--- src/rtl/rf_wb_if.sv ---
// Bundle between the decode/EXU/LSU side and the register-file writeback
// scoreboard. The pipeline side drives requests; the scoreboard drives
// stalls, grants, the RF write port and status.
//
// Writeback handshake (EXU and LSU alike): a requester raises valid with
// rd/data and holds all three stable until ready=1. The transfer happens on
// the rising clk edge where valid & ready are both high. ready is never
// high without valid.
interface rf_wb_if #(
  parameter int XLEN = 64,
  parameter int NREG = 32,
  parameter int AW   = 5
);
  logic            iss_valid;
  logic            iss_rs1_en;
  logic [AW-1:0]   iss_rs1;
  logic            iss_rs2_en;
  logic [AW-1:0]   iss_rs2;
  logic            iss_rd_en;
  logic [AW-1:0]   iss_rd;
  logic            iss_stall;

  logic            exu_valid;
  logic [AW-1:0]   exu_rd;
  logic [XLEN-1:0] exu_data;
  logic            exu_ready;

  logic            lsu_valid;
  logic [AW-1:0]   lsu_rd;
  logic [XLEN-1:0] lsu_data;
  logic            lsu_ready;

  logic            rf_wen;
  logic [AW-1:0]   rf_waddr;
  logic [XLEN-1:0] rf_wdata;

  logic [NREG-1:0] busy_vec;
  logic            wb_err;
  // Round-robin pointer: 1 = LSU was granted last, 0 = EXU.
  logic            dbg_last_grant;

  modport master (
    output iss_valid, iss_rs1_en, iss_rs1, iss_rs2_en, iss_rs2, iss_rd_en, iss_rd,
    output exu_valid, exu_rd, exu_data,
    output lsu_valid, lsu_rd, lsu_data,
    input  iss_stall, exu_ready, lsu_ready,
    input  rf_wen, rf_waddr, rf_wdata,
    input  busy_vec, wb_err, dbg_last_grant
  );

  modport slave (
    input  iss_valid, iss_rs1_en, iss_rs1, iss_rs2_en, iss_rs2, iss_rd_en, iss_rd,
    input  exu_valid, exu_rd, exu_data,
    input  lsu_valid, lsu_rd, lsu_data,
    output iss_stall, exu_ready, lsu_ready,
    output rf_wen, rf_waddr, rf_wdata,
    output busy_vec, wb_err, dbg_last_grant
  );
endinterface

--- src/rtl/rf_wb_scoreboard.sv ---
// Shares the single register-file write port between EXU and LSU with
// round-robin arbitration, tracks in-flight destinations in a busy vector
// and stalls issue on RAW/WAW hazards. No bypass: a register released on an
// edge becomes readable for issue in the following cycle.
module rf_wb_scoreboard #(
  parameter int XLEN = 64,
  parameter int NREG = 32,
  parameter int AW   = 5
) (
  input  logic   clk,
  input  logic   reset,
  rf_wb_if.slave bus
);

  typedef enum logic {
    GNT_EXU = 1'b0,
    GNT_LSU = 1'b1
  } grant_e;

  grant_e          last_grant_q;
  grant_e          last_grant_d;
  logic [NREG-1:0] busy_q;
  logic [NREG-1:0] busy_d;
  logic            wb_err_q;
  logic            wb_err_d;

  logic            exu_gnt;
  logic            lsu_gnt;
  logic            any_gnt;
  logic [AW-1:0]   gnt_rd;
  logic [XLEN-1:0] gnt_data;
  logic            stall;
  logic            acc;

  // Arbitration and write-port mux: a lone requester wins, a tie goes to
  // whoever was not granted last; nothing is granted while in reset.
  always_comb begin
    exu_gnt  = 1'b0;
    lsu_gnt  = 1'b0;
    gnt_rd   = '0;
    gnt_data = '0;
    if (!reset) begin
      exu_gnt = bus.exu_valid && (!bus.lsu_valid || last_grant_q == GNT_LSU);
      lsu_gnt = bus.lsu_valid && (!bus.exu_valid || last_grant_q == GNT_EXU);
    end
    any_gnt = exu_gnt || lsu_gnt;
    if (exu_gnt) begin
      gnt_rd   = bus.exu_rd;
      gnt_data = bus.exu_data;
    end else if (lsu_gnt) begin
      gnt_rd   = bus.lsu_rd;
      gnt_data = bus.lsu_data;
    end
  end

  // Hazard detection against the registered busy vector (x0 is never busy,
  // bit 0 is forced clear in the next-state logic).
  always_comb begin
    stall = bus.iss_valid &&
            ((bus.iss_rs1_en && busy_q[bus.iss_rs1]) ||
             (bus.iss_rs2_en && busy_q[bus.iss_rs2]) ||
             (bus.iss_rd_en  && busy_q[bus.iss_rd]));
    acc   = bus.iss_valid && !stall;
  end

  // Next state: release the granted rd, then claim the accepted rd so a new
  // producer of the same register keeps it busy; flag stray writebacks;
  // move the round-robin pointer only when someone is granted.
  always_comb begin
    busy_d       = busy_q;
    wb_err_d     = wb_err_q;
    last_grant_d = last_grant_q;
    if (any_gnt) begin
      busy_d[gnt_rd] = 1'b0;
      last_grant_d   = exu_gnt ? GNT_EXU : GNT_LSU;
      if (gnt_rd != '0 && !busy_q[gnt_rd]) begin
        wb_err_d = 1'b1;
      end
    end
    if (acc && bus.iss_rd_en && bus.iss_rd != '0) begin
      busy_d[bus.iss_rd] = 1'b1;
    end
    busy_d[0] = 1'b0;
  end

  // State registers; synchronous reset drops all in-flight tracking.
  always_ff @(posedge clk) begin
    if (reset) begin
      busy_q       <= '0;
      wb_err_q     <= 1'b0;
      last_grant_q <= GNT_LSU;
    end else begin
      busy_q       <= busy_d;
      wb_err_q     <= wb_err_d;
      last_grant_q <= last_grant_d;
    end
  end

  // Output drive; x0 writebacks complete the handshake but never write.
  always_comb begin
    bus.iss_stall      = stall;
    bus.exu_ready      = exu_gnt;
    bus.lsu_ready      = lsu_gnt;
    bus.rf_wen         = any_gnt && (gnt_rd != '0);
    bus.rf_waddr       = gnt_rd;
    bus.rf_wdata       = gnt_data;
    bus.busy_vec       = busy_q;
    bus.wb_err         = wb_err_q;
    bus.dbg_last_grant = last_grant_q;
  end

endmodule

--- src/flat_wrapper.sv ---
// flat-port wrapper written by rule: the top's interface ports become plain ports
module rf_wb_scoreboard_flat 
#(
  parameter int XLEN = 64,
  parameter int NREG = 32,
  parameter int AW   = 5
)
  (clk, reset, bus_iss_valid, bus_iss_rs1_en, bus_iss_rs1, bus_iss_rs2_en, bus_iss_rs2, bus_iss_rd_en, bus_iss_rd, bus_exu_valid, bus_exu_rd, bus_exu_data, bus_lsu_valid, bus_lsu_rd, bus_lsu_data, bus_iss_stall, bus_exu_ready, bus_lsu_ready, bus_rf_wen, bus_rf_waddr, bus_rf_wdata, bus_busy_vec, bus_wb_err, bus_dbg_last_grant);
  rf_wb_if #(.XLEN(XLEN), .NREG(NREG), .AW(AW)) bus_i ();
  input  logic clk;
  input  logic reset;
  input wire logic [$bits(bus_i.iss_valid)-1:0] bus_iss_valid;
  input wire logic [$bits(bus_i.iss_rs1_en)-1:0] bus_iss_rs1_en;
  input wire logic [$bits(bus_i.iss_rs1)-1:0] bus_iss_rs1;
  input wire logic [$bits(bus_i.iss_rs2_en)-1:0] bus_iss_rs2_en;
  input wire logic [$bits(bus_i.iss_rs2)-1:0] bus_iss_rs2;
  input wire logic [$bits(bus_i.iss_rd_en)-1:0] bus_iss_rd_en;
  input wire logic [$bits(bus_i.iss_rd)-1:0] bus_iss_rd;
  input wire logic [$bits(bus_i.exu_valid)-1:0] bus_exu_valid;
  input wire logic [$bits(bus_i.exu_rd)-1:0] bus_exu_rd;
  input wire logic [$bits(bus_i.exu_data)-1:0] bus_exu_data;
  input wire logic [$bits(bus_i.lsu_valid)-1:0] bus_lsu_valid;
  input wire logic [$bits(bus_i.lsu_rd)-1:0] bus_lsu_rd;
  input wire logic [$bits(bus_i.lsu_data)-1:0] bus_lsu_data;
  output wire logic [$bits(bus_i.iss_stall)-1:0] bus_iss_stall;
  output wire logic [$bits(bus_i.exu_ready)-1:0] bus_exu_ready;
  output wire logic [$bits(bus_i.lsu_ready)-1:0] bus_lsu_ready;
  output wire logic [$bits(bus_i.rf_wen)-1:0] bus_rf_wen;
  output wire logic [$bits(bus_i.rf_waddr)-1:0] bus_rf_waddr;
  output wire logic [$bits(bus_i.rf_wdata)-1:0] bus_rf_wdata;
  output wire logic [$bits(bus_i.busy_vec)-1:0] bus_busy_vec;
  output wire logic [$bits(bus_i.wb_err)-1:0] bus_wb_err;
  output wire logic [$bits(bus_i.dbg_last_grant)-1:0] bus_dbg_last_grant;
  assign bus_i.iss_valid = bus_iss_valid;
  assign bus_i.iss_rs1_en = bus_iss_rs1_en;
  assign bus_i.iss_rs1 = bus_iss_rs1;
  assign bus_i.iss_rs2_en = bus_iss_rs2_en;
  assign bus_i.iss_rs2 = bus_iss_rs2;
  assign bus_i.iss_rd_en = bus_iss_rd_en;
  assign bus_i.iss_rd = bus_iss_rd;
  assign bus_i.exu_valid = bus_exu_valid;
  assign bus_i.exu_rd = bus_exu_rd;
  assign bus_i.exu_data = bus_exu_data;
  assign bus_i.lsu_valid = bus_lsu_valid;
  assign bus_i.lsu_rd = bus_lsu_rd;
  assign bus_i.lsu_data = bus_lsu_data;
  assign bus_iss_stall = bus_i.iss_stall;
  assign bus_exu_ready = bus_i.exu_ready;
  assign bus_lsu_ready = bus_i.lsu_ready;
  assign bus_rf_wen = bus_i.rf_wen;
  assign bus_rf_waddr = bus_i.rf_waddr;
  assign bus_rf_wdata = bus_i.rf_wdata;
  assign bus_busy_vec = bus_i.busy_vec;
  assign bus_wb_err = bus_i.wb_err;
  assign bus_dbg_last_grant = bus_i.dbg_last_grant;
  rf_wb_scoreboard #(.XLEN(XLEN), .NREG(NREG), .AW(AW)) u_core (.clk(clk), .reset(reset), .bus(bus_i));
endmodule
--- config.mk ---
export PLATFORM = sky130hd
export DESIGN_NAME = rf_wb_scoreboard_flat
export DESIGN_NICKNAME = d
export VERILOG_FILES = /design/src/rtl/rf_wb_if.sv /design/src/rtl/rf_wb_scoreboard.sv /design/src/flat_wrapper.sv
export SDC_FILE = /design/constraint.sdc
export NUM_CORES = 1
export LEC_CHECK = 0
export BUFFER_PORTS_ARGS = -buffer_cell sky130_fd_sc_hd__buf_2
export CAP_MARGIN = 20
export CORE_ASPECT_RATIO = 1.25
export CORE_MARGIN = 5
export CORE_UTILIZATION = 36
export DETAILED_ROUTE_END_ITERATION = 16
export PLACE_DENSITY = 0.82
export SYNTH_ARGS = -nofsm -noshare
export SYNTH_HDL_FRONTEND = slang
export SYNTH_SLANG_ARGS = --single-unit
--- constraint.sdc ---
create_clock -name clk -period 2.4 [get_ports clk]
set_clock_uncertainty 0.2 [all_clocks]
set_input_delay 0.36 -clock clk [delete_from_list [all_inputs] [get_ports clk]]
set_output_delay 0.36 -clock clk [all_outputs]
set_load 0.01 [all_outputs]
### Yosys cells after proc, flatten, opt, wreduce, memory -nomap -nowiden

Index checks and enable logic that the tools add are counted.

| word-level totals | value |
|---|---|
| bits in registers | 34 |
| bits of input ports | 161 |
| output and inout port bits | 107 |
| logic and storage cells | 60 |

| operators by class | value |
|---|---|
| order comparisons | 6 |
| multiplexer cells | 21 |
| bitwise logic cells | 4 |
| reduce and logical (&&, ||, !) cells | 25 |

Operators by type and width:

| kind | count |
|---|---|
| two-way mux 64 bit | 2 |
| two-way mux 32 bit | 2 |
| bitwise AND 32 bit | 1 |
| inverter 32 bit | 1 |
| bitwise OR 32 bit | 1 |
| less-than comparator 5 x 6 -> 1 bit, second input constant | 4 |
| binary-select mux 1 bit (select 5 bit) | 4 |
| logical AND 1 bit | 13 |
| demux 1 bit (select 5 bit) | 2 |
| >= comparator 5 x 1 -> 1 bit, second input constant | 2 |
| two-way mux 5 bit | 2 |
| nonzero test 5 bit | 2 |
| two-way mux 1 bit | 9 |
| logical OR 1 bit | 5 |
| zero test 1 bit | 4 |
| AND reduction 2 bit | 1 |
| inverter 1 bit | 1 |

### Longest topological paths before layout

Gate-level depths: netlist of the first run.

| depth | value |
|---|---|
| depth in word-level cells | 15 |
| depth in mapped cells | 9 |
| gate-level depth less buffers | 8 |

### Worst setup path before layout of the first run

Ideal clock, no wire load.

| timing | value |
|---|---|
| path type | input -> output |
| from | input port bus_iss_rd[1] |
| to | output port bus_iss_stall |
| arrival | 2106 ps |
| data required time | 1840 ps |
| slack | -266 ps |
| stages | 8 |
| buffers on the path | 2 |
| cell sequence | clkbuf_1 buf_2 mux2_2 a221oi_1 a21oi_1 o2111ai_1 and4_4 nor2b_1 |

| between the ends | value |
|---|---|
| cells in the longest elaborated chain, start to end | 5 |

RTL lines:

| what | line | RTL |
|---|---|---|
| start: declaration | flat_wrapper.sv:18 | `input wire logic [$bits(bus_i.iss_rd)-1:0] bus_iss_rd;` |
| binary-select mux 1 bit (select 5 bit) | rf_wb_scoreboard.sv:62 | `(bus.iss_rd_en && busy_q[bus.iss_rd]));` |
| two-way mux 1 bit (implied by the code) | rf_wb_scoreboard.sv:62 |  |
| logical AND 1 bit | rf_wb_scoreboard.sv:62 |  |
| logical OR 1 bit | rf_wb_scoreboard.sv:61 | `(bus.iss_rs2_en && busy_q[bus.iss_rs2]) \|\|` |
| logical AND 1 bit | rf_wb_scoreboard.sv:59 | `stall = bus.iss_valid &&` |
| end: declaration | flat_wrapper.sv:25 | `output wire logic [$bits(bus_i.iss_stall)-1:0] bus_iss_stall;` |

Every way passes these cells. The select of a mux whose other input is x is not followed.

### Final worst setup path of the first run

| timing | value |
|---|---|
| from | register u_core.busy_q[23] (netlist: u_core.bus.busy_vec[23]) |
| to | output port bus_iss_stall |

| between the ends | value |
|---|---|
| cells in the longest elaborated chain, start to end | 6 |
| elaborated cells on any way between the ends | 12 |
| classes of those cells | mux: 6; reduce/logical: 6 |

RTL lines:

| what | line | RTL |
|---|---|---|
| start: declaration | rf_wb_scoreboard.sv:22 | `logic [NREG-1:0] busy_q;` |
| start signal: assignment | rf_wb_scoreboard.sv:93 | `busy_q <= busy_d;` |
| binary-select mux 1 bit (select 5 bit), on equally long branches | rf_wb_scoreboard.sv:60, rf_wb_scoreboard.sv:61 |  |
| two-way mux 1 bit, on equally long branches | rf_wb_scoreboard.sv:60, rf_wb_scoreboard.sv:61 |  |
| logical AND 1 bit, on equally long branches | rf_wb_scoreboard.sv:60, rf_wb_scoreboard.sv:61 |  |
| logical OR 1 bit | rf_wb_scoreboard.sv:60 | `((bus.iss_rs1_en && busy_q[bus.iss_rs1]) \|\|` |
| logical OR 1 bit * | rf_wb_scoreboard.sv:61 |  |
| logical AND 1 bit * | rf_wb_scoreboard.sv:59 |  |

Mark *: on every way between the ends. The rest lies on a longest branch, timed or not. The select of a mux whose other input is x is not followed.

==> metrics, run 1 <==
Root Driver=clkbuf_8; share of layout cells above drive strength 1=61.3%; antenna-violating nets left=0; Final Max Slew Viols=0; Placeable Area=0.00875 mm^2; Worst Setup End Kind=output port; Setup violations, final=33; total track usage=31.9%; Synth Area per Inst=8.72 um^2; failing checks=negative setup slack; Post-synth top flop=dfxtp_1; syn_nets=534; most frequent CP cell=mux4_2; flip-flop and latch count after synthesis=33; worst-path maximum fanout=4; via count=4,915; WL per Instance=22.6 um; Layout area overhead=72.7%; drt total wl=18,500 um; largest stage delay on the critical path=0.48 ns; Hold Fails Final Rpt=0; hold buffer count at cts=0; DP Wirelength=15,300 um; fmax=0.361 GHz; Clk Latency, worst-skew pair=0.29 ns; Post-route DRC=0; Die H=116 um; area leader, netlist=dfxtp_1; Placed Area=0.00528 mm^2; Die Footprint=0.0111 mm^2; Non-Filler Instances=819; die width=95.0 um; Power Dens Cells=307 mW/mm^2; Slew @ Worst Pin=0.682 ns; fill count=753; CTS tree=done; Clk pin slew, worst setup/hold paths=0.06 ns; Tot Pwr=1.72 mW; CTS Buf Count=5; CP arrival=2.21 ns; CP Launch Type=flip-flop; gpl congestion=0.989; VDD IR max=0.155 mV; global-route wire length before repair=26,900 um; vias in the first global route=4,932; Rows=38; DRT iter0 DRCs=455; Placed Cells=807; Port Buffers=266; outcome=finished, violations left; Mapped Cells=373; Net count, final=860; num ports=268; largest net degree at the start of global routing=37; Worst slew margin=54.5%; register area share after synthesis=20.3%; Max clock buf depth=2; Tmin final=2.77 ns; static leakage=2.79 nW; grt ovf=0; critical path class=reg2out; # H-tree levels=2; Worst path slowest cell=mux4_2; RSZ-0062 raised after global routing=true; initial antenna violation count=3; Fin Hold WS=0.327 ns; hold crit path type=reg2reg; Initial DRT Pass Iterations=5; Max-Cap Viols=0; count leader, synth=a22o_1; Critical Path RT=1.84 ns; final worst slack=-0.368 ns; most area-consuming cells after synthesis=dfxtp_1 20%, a22o_1 17%, mux4_2 12%, mux2i_1 7.4%, o211ai_1 7.4%; Syn Std Cell Area=0.00325 mm^2; fraction of registers with async set or reset after synthesis=0%; clock sinks=33; Starting Density=37.2%; number of flops mapped to enable cells by yosys=0; synth warn=0; fin area=0.00562 mm^2; area fraction of the dominant cell type after synthesis=20.3%; Final period util=115%; critical-path cell list=mux4_2, mux4_2, o211ai_1, and4_4, nor2b_4, buf_6; top cells by count, synth=64 x a22o_1, 33 x dfxtp_1, 32 x o211ai_1, 32 x o21ai_1, 29 x nand2_1; vias per cell=6.00; post-synth cell types=47
layout make-up:
type                    count  area, um^2  share of cell area [%]
diodes                      1        2.50                  0.0445
repair buffers            350        2050                    36.4
clock inverters             1        5.00                  0.0891
inverters                   9        38.8                   0.690
flip-flops and latches     33         672                    12.0
clock buffers               5        68.8                    1.22
well taps                 120         150                    2.67
multi-input cells         300        2640                    46.9
registers in the layout, summed over array words and instances, names as in the netlist:
register	flops
u_core.bus.dbg_last_grant	1
u_core.bus.busy_vec	31
u_core.bus.wb_err	1
what timing repair did:
action,in CTS,in global routing
endpoints found under the setup margin,54,63
pin swaps,18,5
setup buffers,4,3
gates cloned,0,0
endpoints found under the hold margin,0,0
resized for setup,31,29
through the flow:
step	worst slack (ns)	setup TNS, ns	util, %
3_5_place_dp	-0.404	-11.86	60.3
3_3_place_gp	-0.350	-10.30	60.3
5_1_grt	-0.392	-10.58	64.2
4_1_cts	-0.362	-6.45	62.9
6_report	-0.368	-8.88	64.2
2_1_floorplan	-0.0944	-0.466	-
worst paths after layout:
check	from	endpoint	cells after the start	slack, ns
max reg2reg	u_core.bus.busy_vec[23]	u_core.bus.busy_vec[31]	8	-0.32
min reg2reg	u_core.bus.dbg_last_grant	u_core.bus.dbg_last_grant	2	0.33
max	u_core.bus.busy_vec[23]	bus_iss_stall	6	-0.37
min	u_core.bus.dbg_last_grant	u_core.bus.dbg_last_grant	2	0.33
where the power goes:
group          internal, mW  switching [mW]
Combinational         0.372           0.402
Clock                 0.191           0.197
Sequential            0.553         0.00821
per-layer routing:
metal | GRT usage, % | vias up | routed length [um]
met2 | 57.1 | 377 | 9360
met3 | 10.4 | 75 | 2280
met4 | 14.8 | 6 | 808
met1 | 33.7 | 2290 | 6010
li1 | - | 2167 | -
met5 | 0 | - | 26
worst max-delay path, delay by kind of cell (launching register included):
family                 cells  cell delay, ns
AOI/OAI and AO/OA          1            0.17
buffers and inverters      1            0.11
DFF                        1            0.36
muxes                      2            0.95
and+or+nand+nor            2            0.32
kinds of logic after synthesis:
kind of cell,count (synthesis),synth area share [%]
buf+inv,40,5.04
flops,33,20.3
other cells,1,0.115
compound gates,155,36.0
simple gates,98,17.3
mux,46,21.2
cell usage in the layout (no fill, tap or decap), drive strengths merged, types with 3 or more instances in the layout:
cell type    n
a2111oi      3
a21oi        4
a22o        64
a311oi       3
a32oi        4
and3         3
buf        350
clkbuf       5
dfxtp       33
inv          8
mux2         4
mux2i       24
mux4        18
nand2       29
nand2b       5
nand3       13
nor2        12
nor2b       16
nor3         3
nor3b        3
nor4         4
o2111ai      3
o211ai      32
o21ai       32
o22ai        3
Power figures use the tool's default switching activity.
==> run 2, diff against run 1 <==
--- a/config.mk
+++ b/config.mk
@@ -13,4 +13,5 @@
 export DETAILED_ROUTE_END_ITERATION = 16
 export PLACE_DENSITY = 0.82
+export SLEW_MARGIN = 10
 export SYNTH_ARGS = -nofsm -noshare
 export SYNTH_HDL_FRONTEND = slang
==> constraint.sdc (replaced) <==
create_clock -name clk -period 2.4 [get_ports clk]
set_clock_uncertainty 0.2 [all_clocks]
set_input_delay 0.24 -clock clk [delete_from_list [all_inputs] [get_ports clk]]
set_output_delay 0.24 -clock clk [all_outputs]
set_load 0.01 [all_outputs]
==> run 2 against run 1 <==
Against the previous run:
- the run still ends with negative setup slack left
- utilization down 1.3 points
- total power up 0.23%
- global-route usage increased by 0.26 points
- first-iteration DRC count is 41% lower
- non-clock buffer count decreased by 1
- wire length down 0.42%
- critical path type unchanged
==> metrics, run 2 (same netlist as run 1, synthesis figures left out) <==
outcome=finished, violations left; failing checks=negative setup slack; Die Footprint=0.0111 mm^2 (unchanged); Post-route DRC=0 (unchanged); met3 routed WL=2450 um (+7.4%); most frequent cells in the layout=266 x buf_2, 80 x buf_4, 64 x a22o_1; Clk Latency, worst-skew pair=0.30 ns (about the same); Core Util, Final=62.9% (-1.3 points); clock sinks=33 (unchanged); CP arrival=2.20 ns (about the same); Placed Area=0.00520 mm^2 (-1.4%); DRT iter0 DRCs=270 (-41%); gpl congestion=0.992 (+0.27%); r2r worst-path depth=7 (-1); Reg2Reg Setup Slack=-0.16 ns (+0.16 ns); initial antenna violation count=4 (+1); CTS Buf Count=5 (unchanged); vias per cell=5.89 (-1.9%); VDD IR max=0.173 mV (+11%); hold crit path type=in2reg; antenna-violating nets left=0 (unchanged); Tmin final=2.64 ns (-0.124 ns); Critical Path RT=1.96 ns (+0.12 ns); via count=4,821 (-1.9%); reg2reg end=u_core.bus.busy_vec[27]; grt ovf=0 (unchanged); Worst Setup End Kind=output port; Net count, final=859 (-0.12%); DP Wirelength=15,200 um (-0.37%); min-delay src=bus_lsu_valid; largest net degree at the start of global routing=66 (+78%); Hold Fails Final Rpt=0 (unchanged); DR WL met2=8900 um (-4.9%); Initial DRT Pass Iterations=5 (unchanged); final worst slack=-0.244 ns (+0.124 ns); total track usage=32.2% (+0.26 points); Final period util=110% (-5.2 points); M1 wire length=6250 um (+3.9%); Hold Crit Depth=3 (+1); static leakage=2.76 nW (-1.1%); Max clock buf depth=2 (unchanged); share of layout cells above drive strength 1=61.8% (+0.48 points); Power Dens Cells=314 mW/mm^2 (+2.3%); FF-to-FF Start=u_core.bus.busy_vec[31]; Setup violations, final=32 (-3.0%); fin area=0.00551 mm^2 (-2.0%); Buf+Inv Stages, Crit Path=1 (unchanged); critical-path cell list=mux2i_1, mux4_2, o2111ai_1, o211ai_1, and4_4, nor2b_1, buf_2; Placeable Area=0.00875 mm^2 (unchanged); hold buffer count at cts=0 (unchanged); CTS tree=done; Port Buffers=266 (unchanged); drt total wl=18,400 um (-0.42%); Worst path slowest cell=dfxtp_1; WL per Instance=22.5 um (-0.42%); setup TNS after final layout=-4.09 ns (+4.79 ns); worst-path maximum fanout=5 (+1); Rows=38 (unchanged); die width=95.0 um (unchanged); largest stage delay on the critical path=0.46 ns (-0.02 ns); RSZ-0062 raised after global routing=true; fmax=0.378 GHz (+4.7%); Final Max Slew Viols=0 (unchanged); num ports=268 (unchanged); # H-tree levels=2 (unchanged); Max-Cap Viols=0 (unchanged); fill count=766 (+1.7%); Tot Pwr=1.73 mW (+0.23%); Die H=116 um (unchanged); hold path endpoint=u_core.bus.dbg_last_grant; n_diodes=0 (-1); Clk pin slew, worst setup/hold paths=0.07 ns (about the same); Root Driver=clkbuf_8; global-route wire length before repair=26,600 um (-0.97%); Fin Hold WS=0.0815 ns (-0.245 ns); max reg flops=31 (unchanged); critical path class=reg2out; CP Launch Type=flip-flop; Layout area overhead=69.2%; Largest delay share family, worst path=multiplexers; Starting Density=37.2% (unchanged); most common cell after layout, fill and taps aside=buf_2; CP startpoint=u_core.bus.busy_vec[1]; vias in the first global route=4,879 (-1.1%); top layer reached by signal wires=met5
## run 2: cell types whose count changed in the layout (fill, tap and decap cells not counted), sizes merged
| cell | change |
|---|---|
| clkinv | +1 |
| buf | -1 |
| clkbuf | +1 |
| diode | -1 |
## run 2: what timing repair did
action | 4_1_cts | 5_1_grt
gates resized for setup | 24 | 29
setup buffers | 8 | 1
pin swaps | 29 | 5
setup endpoints to repair | 27 | 45
## run 2: where the power goes
part	internal, mW	leakage [nW]	switching (mW)	total, mW
clock network	0.201	0.0450	0.216	0.417
logic	0.353	2.44	0.394	0.747
registers	0.554	0.274	0.00930	0.564
total	1.11	2.76	0.619	1.73
## run 2: stage by stage
stage / std cells / setup WS [ns]
after floorplan: 373 / 0.00258
after global placement: 803 / -0.124
after detailed placement: 803 / -0.164
after CTS: 819 / -0.211
after global routing: 819 / -0.314
final: 819 / -0.244
## run 2: worst max path at each step
| stage | cells after the start | end | slack [ns] |
|---|---|---|---|
| 2_1_floorplan | 9 | u_core.bus.busy_vec[31] | 0.003 |
| 3_3_place_gp | 7 | bus_iss_stall | -0.12 |
| 3_5_place_dp | 7 | u_core.bus.busy_vec[24] | -0.16 |
| 4_1_cts | 6 | bus_iss_stall | -0.21 |
| 5_1_grt | 7 | bus_iss_stall | -0.31 |
| 6_report | 7 | bus_iss_stall | -0.24 |
## run 2: final cells by class
class	instances	area (um^2)	area share, %
multi-input combinational	300	2570	46.6
clock buffer	6	72.6	1.32
sequential	33	683	12.4
inverter	9	38.8	0.704
timing repair buffer	349	1980	36.0
clock inverter	2	10.0	0.182
tap	120	150	2.73
## run 2: worst reg2reg max path: cells and delay by family, from the launching register on
kind / cells / cell delay [ns]
AO/OA/AOI/OAI: 2 / 0.36
multiplexers: 2 / 0.95
buffers and inverters: 1 / 0.17
AND/OR/NAND/NOR: 2 / 0.44
flip-flops: 1 / 0.35
## run 2: per-layer routing
metal	vias to the layer above	global-route usage [%]
met5	-	0
met4	8	15.5
met3	62	13.1
met2	361	55.8
met1	2227	33.7
li1	2163	-
